`src/rtl/vga_pkg.sv`:
```
// Shared VGA timing types and the default 640x480@60 timing set.
package vga_pkg;

  typedef struct packed {
    int visible;
    int fp;
    int sync;
    int bp;
  } timing_t;

  localparam timing_t VGA_640X480_H = '{visible: 640, fp: 16, sync: 96, bp: 48};
  localparam timing_t VGA_640X480_V = '{visible: 480, fp: 10, sync: 2,  bp: 33};

  function automatic int timing_total(timing_t t);
    return t.visible + t.fp + t.sync + t.bp;
  endfunction

endpackage

```
`src/rtl/vga_axis_counter.sv`:
```
// Wrapping axis counter; wrap flags the enabled step that returns to 0.
module vga_axis_counter #(
  parameter int TOTAL = 800,
  parameter int W     = 10
) (
  input  logic         i_clk,
  input  logic         i_reset,
  input  logic         i_en,
  output logic [W-1:0] o_cnt,
  output logic         o_wrap
);

  logic [W-1:0] r_cnt;

  assign o_cnt  = r_cnt;
  assign o_wrap = i_en && (r_cnt == W'(TOTAL - 1));

  always_ff @(posedge i_clk) begin
    if (i_reset)     r_cnt <= '0;
    else if (o_wrap) r_cnt <= '0;
    else if (i_en)   r_cnt <= r_cnt + 1'b1;
  end

endmodule

```
`src/rtl/vga_timing_gen.sv`:
```
// VGA timing generator: h/v counters, decoded sync/DE/coords, line/frame
// strobes and a frame counter, all presented one clk after the counters.
module vga_timing_gen
  import vga_pkg::*;
#(
  parameter int H_VISIBLE = VGA_640X480_H.visible,
  parameter int H_FP      = VGA_640X480_H.fp,
  parameter int H_SYNC    = VGA_640X480_H.sync,
  parameter int H_BP      = VGA_640X480_H.bp,
  parameter int V_VISIBLE = VGA_640X480_V.visible,
  parameter int V_FP      = VGA_640X480_V.fp,
  parameter int V_SYNC    = VGA_640X480_V.sync,
  parameter int V_BP      = VGA_640X480_V.bp,
  parameter bit H_POL     = 1'b0,
  parameter bit V_POL     = 1'b0,
  parameter int CNT_W     = 10,
  parameter int FRAME_W   = 8
) (
  input  logic               i_clk,
  input  logic               i_reset,
  input  logic               i_pixel_tick,
  output logic               o_h_sync,
  output logic               o_v_sync,
  output logic               o_de,
  output logic [CNT_W-1:0]   o_pixel_x,
  output logic [CNT_W-1:0]   o_pixel_y,
  output logic               o_line_start,
  output logic               o_frame_start,
  output logic [FRAME_W-1:0] o_frame_cnt
);

  localparam timing_t H_T = '{visible: H_VISIBLE, fp: H_FP, sync: H_SYNC, bp: H_BP};
  localparam timing_t V_T = '{visible: V_VISIBLE, fp: V_FP, sync: V_SYNC, bp: V_BP};
  localparam int H_TOTAL  = timing_total(H_T);
  localparam int V_TOTAL  = timing_total(V_T);

  logic [CNT_W-1:0]   w_h_cnt, w_v_cnt;
  logic               w_h_wrap, w_v_wrap;
  logic               w_hs_act, w_vs_act, w_de;
  int                 w_h, w_v;
  logic [FRAME_W-1:0] r_frame;
  logic               r_tick_d;

  vga_axis_counter #(.TOTAL(H_TOTAL), .W(CNT_W)) u_h_cnt (
    .i_clk   (i_clk),
    .i_reset (i_reset),
    .i_en    (i_pixel_tick),
    .o_cnt   (w_h_cnt),
    .o_wrap  (w_h_wrap)
  );

  vga_axis_counter #(.TOTAL(V_TOTAL), .W(CNT_W)) u_v_cnt (
    .i_clk   (i_clk),
    .i_reset (i_reset),
    .i_en    (w_h_wrap),
    .o_cnt   (w_v_cnt),
    .o_wrap  (w_v_wrap)
  );

  assign w_h      = int'(w_h_cnt);
  assign w_v      = int'(w_v_cnt);
  assign w_hs_act = (w_h >= H_VISIBLE + H_FP) && (w_h < H_VISIBLE + H_FP + H_SYNC);
  assign w_vs_act = (w_v >= V_VISIBLE + V_FP) && (w_v < V_VISIBLE + V_FP + V_SYNC);
  assign w_de     = (w_h < H_VISIBLE) && (w_v < V_VISIBLE);

  // r_tick_d marks that the counters just stepped, so strobes fire only on
  // the first presentation of a new state and never after reset.
  always_ff @(posedge i_clk) begin
    if (i_reset) begin
      r_frame  <= '0;
      r_tick_d <= 1'b0;
    end else begin
      r_tick_d <= i_pixel_tick;
      if (w_v_wrap) r_frame <= r_frame + 1'b1;
    end
  end

  always_ff @(posedge i_clk) begin
    if (i_reset) begin
      o_h_sync      <= ~H_POL;
      o_v_sync      <= ~V_POL;
      o_de          <= 1'b0;
      o_pixel_x     <= '0;
      o_pixel_y     <= '0;
      o_line_start  <= 1'b0;
      o_frame_start <= 1'b0;
      o_frame_cnt   <= '0;
    end else begin
      o_h_sync      <= w_hs_act ? H_POL : ~H_POL;
      o_v_sync      <= w_vs_act ? V_POL : ~V_POL;
      o_de          <= w_de;
      o_pixel_x     <= w_de ? w_h_cnt : '0;
      o_pixel_y     <= w_de ? w_v_cnt : '0;
      o_line_start  <= r_tick_d && (w_h_cnt == '0);
      o_frame_start <= r_tick_d && (w_h_cnt == '0) && (w_v_cnt == '0);
      o_frame_cnt   <= r_frame;
    end
  end

endmodule

```
`config.mk`:
```
export PLATFORM = sky130hd
export DESIGN_NAME = vga_timing_gen
export DESIGN_NICKNAME = d
export VERILOG_FILES = /design/src/rtl/vga_pkg.sv /design/src/rtl/vga_axis_counter.sv /design/src/rtl/vga_timing_gen.sv
export SDC_FILE = /design/constraint.sdc
export NUM_CORES = 1
export LEC_CHECK = 0
export ABC_AREA = 0
export ABC_CLOCK_PERIOD_IN_PS = 2600
export BUFFER_PORTS_ARGS = -buffer_cell sky130_fd_sc_hd__buf_2
export CORE_AREA = 5 5 83 85
export CTS_CLUSTER_DIAMETER = 60
export DETAILED_ROUTE_END_ITERATION = 10
export DIE_AREA = 0 0 88 90
export PLACE_DENSITY_LB_ADDON = 0.08
export SETUP_SLACK_MARGIN = 0.15
export SYNTH_ARGS = -nofsm -noshare
export SYNTH_HDL_FRONTEND = slang
export SYNTH_HIERARCHICAL = 1
export SYNTH_SLANG_ARGS = --single-unit
```
`constraint.sdc`:
```
create_clock -name i_clk -period 2.6 [get_ports i_clk]
set_input_delay 0 -clock i_clk [delete_from_list [all_inputs] [get_ports i_clk]]
set_output_delay 0 -clock i_clk [all_outputs]
set_load 0.01 [all_outputs]
```
# [Yosys cells after proc, flatten, opt, wreduce, memory -nomap -nowiden]
# Cells that the tools add are included.
[classes] n_mux=2 bitwise_logic=1 n_eq_ne=2 magnitude_cmp=6 n_reduce_logical=12 n_addsub=3
[ops] operator="$add A10 B1 Y10 const B" count=2
[ops] operator="$eq A10 B10 Y1 const B" count=2
[ops] operator="$logic_not A10 Y1" count=2
[ops] operator="$lt A10 B10 Y1 const B" count=2
[ops] operator="$lt A10 B9 Y1 const B" count=2
[ops] operator="$ge A10 B10 Y1 const B" count=1
[ops] operator="$ge A10 B9 Y1 const B" count=1
[ops] operator="$add A8 B1 Y8 const B" count=1
[ops] operator="$logic_and A1 B1 Y1" count=7
[ops] operator="$reduce_or A2 Y1" count=3
[ops] operator="$mux W1" count=2
[ops] operator="$not A1 Y1" count=1
[word_totals] in_bits=3 word_cells=38 reg_bits=62 output_inout_bits=33

# [Depth between registers and ports, before layout]
[depth] depth_word=4 depth_mapped=10 mapped_depth_nobuf=8

# [Cells and area by module]
# Netlist, hierarchy kept.
[modules_own_cells] mod="vga_timing_gen" seq_area_each_um2=840.8 n_inst=1 area_per_inst_um2=1378.8 cells_per_inst=124
[modules_own_cells] mod="vga_axis_counter at u_v_cnt" seq_area_each_um2=200.2 n_inst=1 area_per_inst_um2=503.0 cells_per_inst=55
[modules_own_cells] mod="vga_axis_counter at u_h_cnt" seq_area_each_um2=200.2 n_inst=1 area_per_inst_um2=490.5 cells_per_inst=53

# [Worst setup path before layout]
# Ideal clock, no wire load.
[synth_timing] path_kind="register to register" startpoint="reg u_h_cnt.r_cnt[5], in the netlist u_h_cnt/o_cnt[5]" endpoint="reg r_frame[7]" setup_slack_ns=0.237 required_ns=2.479 synth_period_minus_slack_ns=2.363 path_buffers=2 path_stages_with_launch=11 arrival_time_ns=2.242 setup_time_ns=0.121 cell_sequence="dfxtp_1 > nor4b_1 > and2_1 > and3_1 > buf_6 > nand3_1 > nor3_1 > buf_2 > nand4_2 > nor3_1 > mux2_2"
[synth_between] elab_chain_cells=3
[synth_rtl] item="from (decl)" line_no="vga_axis_counter.sv:13" text="logic [W-1:0] r_cnt;"
[synth_rtl] item="from (signal assigned)" line_no="vga_axis_counter.sv:21" text="else if (i_en) r_cnt <= r_cnt + 1'b1;"
[synth_rtl] item="$eq A10 B10 Y1" line_no="vga_axis_counter.sv:16" text="assign o_wrap = i_en && (r_cnt == W'(TOTAL - 1));"
[synth_rtl] item="$logic_and A1 B1 Y1" line_no="vga_axis_counter.sv:16"
[synth_rtl] item="via w_h_wrap" line_no="vga_timing_gen.sv:38" text="logic w_h_wrap, w_v_wrap;"
[synth_rtl] item="$logic_and A1 B1 Y1" line_no="vga_axis_counter.sv:16"
[synth_rtl] item="via w_v_wrap" line_no="vga_timing_gen.sv:38"
[synth_rtl] item="to (signal assigned)" line_no="vga_timing_gen.sv:74" text="if (w_v_wrap) r_frame <= r_frame + 1'b1;"
[synth_rtl] item="to (decl)" line_no="vga_timing_gen.sv:41" text="logic [FRAME_W-1:0] r_frame;"
# The timed path passes the listed nets, and every way through them passes these cells.
# A chain may end at the register's enable or synchronous reset.

# [Final worst setup path]
[layout_timing] startpoint="reg u_h_cnt.r_cnt[7], in the netlist u_h_cnt/o_cnt[7]" endpoint="reg r_frame[7]"
# Same word-level chain as after synthesis.

==> impl_metrics.tcl <==
set metrics [dict create \
    synth_top_area_cell "dfxtp_1" \
    grt_overflow 0 \
    coreArea_um2 6130 \
    gp_congestion 0.750 \
    power.share.clock_pct 50.7 \
    path_cells "nor4b_4 -> and2_1 -> and3_1 -> nand3_2 -> nor3_2 -> buf_4 -> nand4_2 -> nor3_1 -> mux2_2" \
    drv_slew 0 \
    drc 0 \
    die_w_um 88 \
    worst-path-buf-inv 1 \
    switchingPower_w 0.000413 \
    max_stage_delay_ns 0.37 \
    drt-met1-wl_mm 2.26 \
    route.met3.wl_um 231 \
    drt_iter0_drc 72 \
    io_buffers 35 \
    synth_edf_count 0 \
    wl_met2_mm 2.19 \
    cts_root_buffer "clkbuf_8" \
    hold_viol_final 0 \
    grt_pass1_wl_mm 7.87 \
    track_usage_pct 12.6 \
    synth.cell_area_um2 2370 \
    max_cap_viol_count 0 \
    arrival_ns 2.47 \
    synthTopCellsByArea "dfxtp_1 (52%), nor2_1 (3.6%), and2_4 (3.3%)" \
    ant_nets 0 \
    fill_cells 593 \
    cts.reportedPaths.clkPinSlew_ns 0.07 \
    fmax_mhz 445 \
    dieArea_um2 7920 \
    synthCells 232 \
    synth_seq_area_share_pct 52.3 \
    yosys_warnings 6 \
    min_period_ns 2.25 \
    synth_ff_type "dfxtp_1" \
    power_density_nw_per_um2 703 \
    switching_share_pct 20.1 \
    syn_nets 239 \
    avgSynthCellArea_um2 10.2 \
    status "completed" \
    synth.distinct_cells 44 \
    worst_path_max_delay_cell "dfxtp_2" \
    min-delay-path-class "primary input to register" \
    firstDrtPassIters 4 \
    register_area_um2 1240 \
    combinationalPowerShare_pct 2.3 \
    cp.required_ns 2.82 \
    ys_top_cells_by_count "dfxtp_1 (62), nor2_1 (23), nand2_1 (13)" \
    clock_latency_ns 0.33 \
    crit_family "simple AND/OR/NAND/NOR gates" \
    multiInputGateArea_um2 1080 \
    path_class "register to register" \
    p_int_w 0.00164 \
    io_pins 36 \
    rsz0062_at_grt "false" \
    leakage_nw 1.22 \
    ys_ff_latch 62 \
    holdBufCountCts 0 \
    path_max_fanout 9 \
    final_nets 286 \
    vias_per_cell 4.90 \
    grt_antenna_before_repair 0 \
    end_kind "register" \
    hpwl_mm 3.22 \
    synth_async_sr_flop_share_pct 0 \
    place_area_um2 2650 \
    grt_max_degree 29 \
    cts_buffer_depth 2 \
    vdd_ir_drop_max_v 0.000418 \
    cts_inserted_buffers 9 \
    cts_tree "yes" \
    r2r_cells 9 \
    cp.depth 9 \
    maxUsedRoutingLayer "met4" \
    period_share_pct 86.5 \
    stdcell_area_um2 2920 \
    finalSetupViolCount 0 \
    antenna_cells 0 \
    syn_to_final_growth_pct 23.1 \
    relSlewSlack_pct 62.0 \
    htreeDepth 3 \
    start_kind "register" \
    cts.sinks 62 \
    fp.dieH_um 90 \
    drive_gt1_share_pct 28.9 \
    num_rows 29 \
    grt_pass1_vias 1599 \
    vias 1770 \
    finalClockSkew_ns 0.00741 \
    wl_per_cell_um 13.1 \
    tightest_slew_ns 0.570 \
    tns_ns 0 \
    yosysTopAreaCellShare_pct 52.3 \
    totalWireLength_mm 4.75 \
    start_util_pct 38.7 \
    p_seq_share_pct 47.0 \
    yosysMostFrequentCell "dfxtp_1" \
    hold_path_depth 2 \
]
final timing paths:
check / endpoint / slack, ns / startpoint
worst max register to register: r_frame[7]$_SDFFE_PP0P_ / 0.35 / u_h_cnt/o_cnt[7]$_SDFFE_PP0P_
worst min-delay path: r_tick_d$_SDFF_PP0_ / 0.01 / i_pixel_tick
worst min register to register: o_frame_cnt[7]$_SDFF_PP0_ / 0.48 / r_frame[7]$_SDFFE_PP0P_
worst max-delay path: r_frame[7]$_SDFFE_PP0P_ / 0.35 / u_h_cnt/o_cnt[7]$_SDFFE_PP0P_
power groups by stage:
stage / combinational [W] / clock [W] / sequential (W)
2_1_floorplan: 0.0000340 / 0 / 0.000989
3_3_place_gp: 0.0000490 / 0 / 0.000987
3_5_place_dp: 0.0000491 / 0 / 0.000987
4_1_cts: 0.0000494 / 0.00106 / 0.000965
5_1_grt: 0.0000533 / 0.00111 / 0.000967
6_report: 0.0000476 / 0.00104 / 0.000965
logic make-up (layout without fill, tap and decap cells):
| group | count (synthesis) | after routing | synth area share [%] |
|---|---|---|---|
| flops | 62 | 62 | 52.3 |
| mux | 5 | 5 | 2.22 |
| compound gates | 24 | 24 | 6.75 |
| other cells | 1 | 1 | 0.158 |
| xor+xnor | 12 | 12 | 4.43 |
| fa+ha+maj | 4 | 4 | 2.11 |
| simple gates | 113 | 113 | 29.0 |
| buf+inv | 11 | 63 | 3.06 |
metal layers:
| metal | global-route usage [%] | vias to the layer above |
|---|---|---|
| met5 | 0 | - |
| met4 | 6.52 | 0 |
| met3 | 3.29 | 8 |
| met2 | 18.2 | 35 |
| met1 | 16.9 | 812 |
| li1 | - | 915 |
area by class of cell:
class	count	share of cell area, %
timing repair buffer	43	8.05
sequential	62	42.5
clock buffer	11	4.84
tap	77	3.30
inverter	4	0.514
clock inverter	5	3.64
multi-input combinational	159	37.1
cells in the final DEF, fill, tap and decap left out, types with 2 or more instances in the layout:
cell       instances
nor3b_1            2
and2_4             9
nor3_1             3
buf_4              8
ha_1               4
nand4_1           10
mux2_2             2
xor2_1             9
inv_1              4
nand4_2            2
mux2i_1            3
buf_2             35
nor4_1             2
or3_1              3
nand2_1           13
or4_1              6
dfxtp_1           61
and4_1             2
o21ai_0            5
clkbuf_8          10
xnor2_1            3
o31ai_1            5
nand3_1            5
and3_1             4
nor2b_1            9
and2_1             8
a21oi_1            9
bufinv_16          3
nor2_1            23
or3_2              2
registers in the layout (all words and copies together) (netlist names):
| signal | count |
|---|---|
| o_pixel_x | 10 |
| o_pixel_y | 10 |
| u_h_cnt/o_cnt | 10 |
| u_v_cnt/o_cnt | 10 |
| o_frame_cnt | 8 |
| r_frame | 8 |
| o_de | 1 |
| o_frame_start | 1 |
| o_h_sync | 1 |
| o_line_start | 1 |
| o_v_sync | 1 |
| r_tick_d | 1 |
metrics by stage:
stage | hold WS (ns) | worst slack, ns | std cells | total power (W) | util, %
after floorplan | 0.0724 | 0.237 | 232 | 0.00102 | -
after global placement | 0.359 | 0.242 | 345 | 0.00104 | 43.2
after detailed placement | 0.362 | 0.205 | 345 | 0.00104 | 43.2
after CTS | 0.00538 | 0.191 | 361 | 0.00208 | 47.2
after global routing | 0.0232 | 0.183 | 361 | 0.00213 | 47.6
final | 0.0129 | 0.351 | 361 | 0.00205 | 47.6
timing repair:
item | in CTS | in global routing
setup endpoints to repair | 0 | 5
hold endpoints to repair | 0 | 0
buffers inserted | 0 | 0
resized for setup | 0 | 5
No activity file was read; power rests on OpenSTA's default activity.
